## src/rtl/fmps_link_pkg.sv

```systemverilog
// Shared constants for the FMPS test-link receiver: status codes, framing FSM
// encoding and default header field layout.
package fmps_link_pkg;

    localparam logic [1:0] ST_OK        = 2'd0;
    localparam logic [1:0] ST_BAD_MAGIC = 2'd1;
    localparam logic [1:0] ST_SHORT     = 2'd2;
    localparam logic [1:0] ST_LONG      = 2'd3;

    localparam logic [1:0] S_HEADER = 2'd0;
    localparam logic [1:0] S_DATA   = 2'd1;
    localparam logic [1:0] S_DRAIN  = 2'd2;

    localparam int DEF_MAGIC_WIDTH     = 16;
    localparam int DEF_MAGIC_START_BIT = 16;
    localparam int DEF_INDEX_WIDTH     = 5;
    localparam int DEF_INDEX_START_BIT = 10;
    localparam int DEF_NUM_DATA_WORDS  = 1;

    // Word counter is sized for the largest supported packet (8 data beats).
    localparam int CNT_W = 4;

endpackage

```

## src/rtl/fmps_cycle_tally.sv

```systemverilog
// Per-FA-cycle tally of good packets: saturating count plus index bitmap,
// snapshotted and cleared on every cycle boundary.
module fmps_cycle_tally
    import fmps_link_pkg::*;
#(
    parameter int INDEX_WIDTH = DEF_INDEX_WIDTH
) (
    input  logic                        clk,
    input  logic                        rst_n,
    input  logic                        i_newCycle,
    input  logic                        i_pktStrobe,
    input  logic [INDEX_WIDTH-1:0]      i_pktIndex,
    output logic                        o_cycleStrobe,
    output logic [INDEX_WIDTH:0]        o_count,
    output logic [2**INDEX_WIDTH-1:0]   o_map
);

    localparam int MAP_W = 2**INDEX_WIDTH;
    localparam logic [INDEX_WIDTH:0] CNT_MAX = '1;

    logic [INDEX_WIDTH:0] r_count;
    logic [MAP_W-1:0]     r_map;
    logic [INDEX_WIDTH:0] w_inc;
    logic [MAP_W-1:0]     w_hit;

    assign w_inc = (r_count == CNT_MAX) ? r_count : r_count + {{INDEX_WIDTH{1'b0}}, 1'b1};
    assign w_hit = i_pktStrobe ? (MAP_W'(1) << i_pktIndex) : '0;

    // A strobe arriving with the boundary belongs to a TLAST accepted in the
    // closing cycle, so it is folded into the snapshot rather than the new cycle.
    always_ff @(posedge clk) begin
        if (!rst_n) begin
            r_count       <= '0;
            r_map         <= '0;
            o_cycleStrobe <= 1'b0;
            o_count       <= '0;
            o_map         <= '0;
        end else begin
            o_cycleStrobe <= i_newCycle;
            if (i_newCycle) begin
                o_count <= i_pktStrobe ? w_inc : r_count;
                o_map   <= r_map | w_hit;
                r_count <= '0;
                r_map   <= '0;
            end else if (i_pktStrobe) begin
                r_count <= w_inc;
                r_map   <= r_map | w_hit;
            end
        end
    end

endmodule

```

## src/rtl/fmps_link_rx.sv

```systemverilog
// FMPS test-link receiver: checks header/data framing of the AXI-Stream,
// reports one status per packet and delivers good packets with a cycle tally.
module fmps_link_rx
    import fmps_link_pkg::*;
#(
    parameter int MAGIC_WIDTH     = DEF_MAGIC_WIDTH,
    parameter int MAGIC_START_BIT = DEF_MAGIC_START_BIT,
    parameter int INDEX_WIDTH     = DEF_INDEX_WIDTH,
    parameter int INDEX_START_BIT = DEF_INDEX_START_BIT,
    parameter int NUM_DATA_WORDS  = DEF_NUM_DATA_WORDS
) (
    input  logic                           auroraUserClk,
    input  logic                           auroraReset_n,
    input  logic                           newCycleStrobe,
    input  logic [MAGIC_WIDTH-1:0]         expectedHeaderMagic,
    input  logic                           TVALID,
    input  logic                           TLAST,
    input  logic [31:0]                    TDATA,
    output logic                           TREADY,
    output logic                           statusStrobe,
    output logic [1:0]                     statusCode,
    output logic                           packetStrobe,
    output logic [INDEX_WIDTH-1:0]         packetIndex,
    output logic [32*NUM_DATA_WORDS-1:0]   packetData,
    output logic                           cycleStrobe,
    output logic [INDEX_WIDTH:0]           cyclePacketCount,
    output logic [2**INDEX_WIDTH-1:0]      cycleIndexMap
);

    logic [1:0]                           r_state;
    logic [CNT_W-1:0]                     r_count;
    logic [INDEX_WIDTH-1:0]               r_index;
    logic [NUM_DATA_WORDS-1:0][31:0]      r_buf;
    logic                                 r_tready;
    logic                                 r_statusStrobe;
    logic [1:0]                           r_statusCode;
    logic                                 r_packetStrobe;
    logic [INDEX_WIDTH-1:0]               r_packetIndex;
    logic [NUM_DATA_WORDS-1:0][31:0]      r_packetData;

    logic                                 w_accept;
    logic                                 w_magicOk;
    logic [CNT_W-1:0]                     w_cntNext;
    logic                                 w_full;
    logic [NUM_DATA_WORDS-1:0][31:0]      w_nextBuf;

    assign w_accept  = TVALID && r_tready;
    assign w_magicOk = (TDATA[MAGIC_START_BIT +: MAGIC_WIDTH] == expectedHeaderMagic);
    assign w_cntNext = r_count + {{(CNT_W-1){1'b0}}, 1'b1};
    assign w_full    = (w_cntNext == CNT_W'(NUM_DATA_WORDS));

    // Buffer view including the beat being accepted, so the final word can be
    // delivered in the same edge that stores it.
    always_comb begin
        w_nextBuf = r_buf;
        for (int i = 0; i < NUM_DATA_WORDS; i++) begin
            if (r_count == CNT_W'(i)) w_nextBuf[i] = TDATA;
        end
    end

    always_ff @(posedge auroraUserClk) begin
        if (!auroraReset_n) begin
            r_state        <= S_HEADER;
            r_count        <= '0;
            r_index        <= '0;
            r_buf          <= '0;
            r_tready       <= 1'b0;
            r_statusStrobe <= 1'b0;
            r_statusCode   <= ST_OK;
            r_packetStrobe <= 1'b0;
            r_packetIndex  <= '0;
            r_packetData   <= '0;
        end else begin
            r_tready       <= 1'b1;
            r_statusStrobe <= 1'b0;
            r_packetStrobe <= 1'b0;
            if (w_accept) begin
                case (r_state)
                    S_HEADER: begin
                        r_index <= TDATA[INDEX_START_BIT +: INDEX_WIDTH];
                        if (!w_magicOk) begin
                            r_statusStrobe <= 1'b1;
                            r_statusCode   <= ST_BAD_MAGIC;
                            r_state        <= TLAST ? S_HEADER : S_DRAIN;
                        end else if (TLAST) begin
                            r_statusStrobe <= 1'b1;
                            r_statusCode   <= ST_SHORT;
                        end else begin
                            r_state <= S_DATA;
                            r_count <= '0;
                        end
                    end
                    S_DATA: begin
                        r_buf   <= w_nextBuf;
                        r_count <= w_cntNext;
                        if (TLAST) begin
                            r_state        <= S_HEADER;
                            r_statusStrobe <= 1'b1;
                            if (w_full) begin
                                r_statusCode   <= ST_OK;
                                r_packetStrobe <= 1'b1;
                                r_packetIndex  <= r_index;
                                r_packetData   <= w_nextBuf;
                            end else begin
                                r_statusCode <= ST_SHORT;
                            end
                        end else if (w_full) begin
                            r_statusStrobe <= 1'b1;
                            r_statusCode   <= ST_LONG;
                            r_state        <= S_DRAIN;
                        end
                    end
                    S_DRAIN: begin
                        if (TLAST) r_state <= S_HEADER;
                    end
                    default: r_state <= S_HEADER;
                endcase
            end
        end
    end

    assign TREADY       = r_tready;
    assign statusStrobe = r_statusStrobe;
    assign statusCode   = r_statusCode;
    assign packetStrobe = r_packetStrobe;
    assign packetIndex  = r_packetIndex;
    assign packetData   = r_packetData;

    fmps_cycle_tally #(
        .INDEX_WIDTH (INDEX_WIDTH)
    ) u_tally (
        .clk           (auroraUserClk),
        .rst_n         (auroraReset_n),
        .i_newCycle    (newCycleStrobe),
        .i_pktStrobe   (r_packetStrobe),
        .i_pktIndex    (r_packetIndex),
        .o_cycleStrobe (cycleStrobe),
        .o_count       (cyclePacketCount),
        .o_map         (cycleIndexMap)
    );

endmodule

```

## config.mk

```make
export PLATFORM = sky130hd
export DESIGN_NAME = fmps_link_rx
export DESIGN_NICKNAME = d
export VERILOG_FILES = /design/src/rtl/fmps_link_pkg.sv /design/src/rtl/fmps_cycle_tally.sv /design/src/rtl/fmps_link_rx.sv
export SDC_FILE = /design/constraint.sdc
export NUM_CORES = 1
export LEC_CHECK = 0
export ABC_CLOCK_PERIOD_IN_PS = 2200
export BUFFER_PORTS_ARGS = -buffer_cell sky130_fd_sc_hd__clkbuf_2
export CORE_ASPECT_RATIO = 0.7
export CORE_UTILIZATION = 55
export DETAILED_ROUTE_END_ITERATION = 16
export GPL_TIMING_DRIVEN = 0
export PLACE_DENSITY = 0.84
export SETUP_SLACK_MARGIN = 0.1
export SYNTH_ARGS = -nofsm -noshare
export SYNTH_HDL_FRONTEND = slang
export SYNTH_SLANG_ARGS = --single-unit
```

## constraint.sdc

```tcl
create_clock -name auroraUserClk -period 2.2 [get_ports auroraUserClk]
set_input_delay 0.22 -clock auroraUserClk [delete_from_list [all_inputs] [get_ports auroraUserClk]]
set_output_delay 0.22 -clock auroraUserClk [all_outputs]
set_load 0.1 [all_outputs]
```

==> metrics.cfg <==
[synth]
syn_avg_cell_area_sq_um=9.441
synthFlopType=dfxtp_1
ys_types=57
synth_compound_area_share_pct=21.70
synth_adder_area_share_pct=0.5632
yosys_register_bits=162
synth-simple-area-share_pct=15.24
netlist_area_sq_mm=0.006665
synthCells=706
async_reset_ff_share_pct=0
synth_nets=762
synth_top_family_by_area=compound AO/OA/AOI/OAI gates
muxShareOfSynthArea_pct=6.307
synth-edff-count=0
yosysWarnings=0
synth-xor-area-share_pct=2.628
seq_area_frac_synth_pct=48.66

[floorplan]
start_util_pct=56.64
die_w_microns=133.6
fp.dieH_microns=94.11
core_sq_mm=0.01177
dieArea_sq_mm=0.01257
io_pins=134
num_rows=33

[global_route]
grt_pass1_wl_microns=27820
grt_max_degree=17
grt_overflow=0
grt_pass1_vias=5518
antenna_found_initial=0
grtUsageTotal_pct=28.45

[timing]
relSlewSlack_pct=53.42
final_hold_viol_count=0
grt_setup_unrepaired=false
finalClockSkew_ns=0.01112
setup_viol=0
worst_slack_ns=0.1950
max_freq_ghz=0.4988
tns_ns=0
slew_viol_final=0
period_share_pct=91.13
tightest_slew_ns=0.6988
period_needed_ns=2.005

[placement]
preCtsSetupSlack_ns=0.1680
place_hpwl_microns=12210
placed_cells=996
port_buffers=133
place.gp.congestion=0.8548

[clocking]
clock_latency_ns=0.43
cts_buffers=17
clkTransAtPathRegs_ns=0.07
clockBufferDepth=2
cts.sinks=162
cts_tree=done
cts-root-buf=clkbuf_16
cts_max_level=4
post_cts_buffers=0

[routing]
route.met2.wl_microns=7847
via_per_inst=5.683
vias=5848
dr.pass1.iters=5
ant_nets=0
met1_length_microns=8280
top_layer_used=met4
drt_wl_total_microns=17260
drt_first_iter_violations=410
post_drt_wl_per_cell_microns=16.77
route.met3.wl_microns=892
drc=0

[critical_path]
crit_top_cell=clkbuf_1
critical_path_class=primary input to flop
cp.required_ns=2.49
critPathMaxStageDelay_ns=0.53
slowest_stage=dlygate4sd3_1
cp_top_family=buffers and inverters
critical_path_arrival_ns=2.29
rrSetupSlack_ns=0.24
cp-start-kind=primary input
path_cells=dlygate4sd3_1 > clkbuf_2 > buf_6 > inv_2 > clkbuf_1 > clkbuf_1 > nor2_1
crit_buf_inv=6
worstPathMaxFanout=10
critPathCaptureType=flop

[run_status]
status=finished, final reports clean

[cells_and_area]
drive_gt1_share_pct=29.01
multi_input_area_sq_mm=0.003098
area.growth.synth_to_final_pct=23.13
nNetsFinal=915
regArea_sq_mm=0.003246
nFillCells=910
instances_no_fill=1029
diodes=0

[power_and_ir_drop]
p_per_area_mw_per_mm2=834.5
peakVddDrop_mv=0.6019
leakagePower_nw=3.427

[hold_path]
hold_path.class=primary input to flop

[flow_run]
maxCapViolCount=0

[worst paths after layout]
kind            startpoint              to  depth (start not counted)
max          auroraReset_n    packetStrobe                          7
min reg2reg      r_buf[10]       r_buf[10]                          2
min               TDATA[5]        r_buf[5]                          3
max reg2reg     r_count[0]  packetData[29]                          7
[cells in the mapped netlist, types with 4 or more instances]
library cell / n / area [sq um]
buf_2: 9 / 45.04
a21oi_2: 20 / 175.2
inv_1: 7 / 26.28
a31oi_1: 14 / 87.58
nor3_1: 4 / 20.02
nand4_1: 4 / 25.02
nor2b_1: 7 / 43.79
xor2_1: 18 / 157.7
and2_1: 8 / 50.05
buf_4: 9 / 67.56
nor2_1: 89 / 334.1
nand2_1: 74 / 277.8
o21ai_0: 7 / 35.03
dfxtp_1: 162 / 3243
nand3_1: 11 / 55.05
clkbuf_1: 27 / 101.4
nor4_2: 4 / 50.05
and3_1: 4 / 25.02
mux2i_1: 42 / 420.4
a211oi_2: 20 / 250.2
a21oi_1: 71 / 355.3
a211oi_1: 47 / 352.8
[flip-flops by register name (all words and copies together), names as in the netlist]
register,cells
u_tally.r_map,32
packetStrobe,1
r_index,5
r_state,2
statusCode,2
TREADY,1
statusStrobe,1
u_tally.o_count,6
packetIndex,5
packetData,32
u_tally.o_map,32
u_tally.o_cycleStrobe,1
r_count,4
u_tally.r_count,6
r_buf,32
[what timing repair did]
action	in CTS	in global routing
hold endpoints to repair	1	0
gates resized for setup	0	16
endpoints found under the setup margin	0	45
hold buffers	1	0
[kinds of logic after synthesis]
logic type / Yosys count
xor+xnor: 20
mux: 42
buf+inv: 60
fa+ha+maj: 3
simple gates: 220
flops: 162
compound gates: 199
[power breakdown]
group	internal [W]	switching, W	leakage (nW)	total, W
Clock	0.00194	0.00131	0.319	0.00325
Combinational	0.000131	0.000467	1.80	0.000598
Sequential	0.00297	0.0000252	1.31	0.00300
[per-stage QoR]
stage	instance area [sq um]	hold WS (ns)	power [W]	utilization, %
floorplan	6668	0.2477	0.003495	-
global placement	7530	0.3852	0.003650	63.99
detailed placement	7530	0.3828	0.003656	63.99
CTS	8185	0.01720	0.006857	69.56
global route	8207	0.02343	0.007043	69.74
finish	8207	0.02132	0.006848	69.74
[metal layers]
metal | GRT usage (%) | vias to the layer above
li1 | - | 2799
met1 | 38.59 | 2835
met2 | 45.88 | 189
met3 | 5.502 | 25
met4 | 8.617 | 0
met5 | 0 | -
[placed cells by master (no fill, tap or decap), drive strengths merged, types with 5 or more instances in the layout]
cell	netlist	layout
xor2	18	18
clkbuf	27	182
nor2b	7	7
a211oi	67	67
nand3	11	11
o21ai	7	7
nor2	91	91
inv	8	16
and2	9	9
nor3	5	5
mux2i	42	42
and3	5	5
a21oi	92	92
nand2	74	74
nand4	5	5
buf	25	20
a31oi	14	14
dfxtp	162	162
[worst min-delay path, delay by kind of cell]
| family | cells | cell delay [ns] |
|---|---|---|
| compound gates | 1 | 0.05 |
| buf+inv | 1 | 0.09 |
| simple gates | 1 | 0.05 |
[final cells by class]
| class | instances | share of cell area (%) |
|---|---|---|
| Inverter | 8 | 0.3659 |
| Clock inverter | 15 | 2.683 |
| Tap cell | 157 | 2.394 |
| Buffer | 52 | 3.842 |
| Multi-Input combinational cell | 484 | 37.75 |
| Sequential cell | 162 | 39.55 |
| Timing Repair Buffer | 134 | 8.233 |
| Clock buffer | 17 | 5.184 |
No activity file was read; power rests on OpenSTA's default activity.
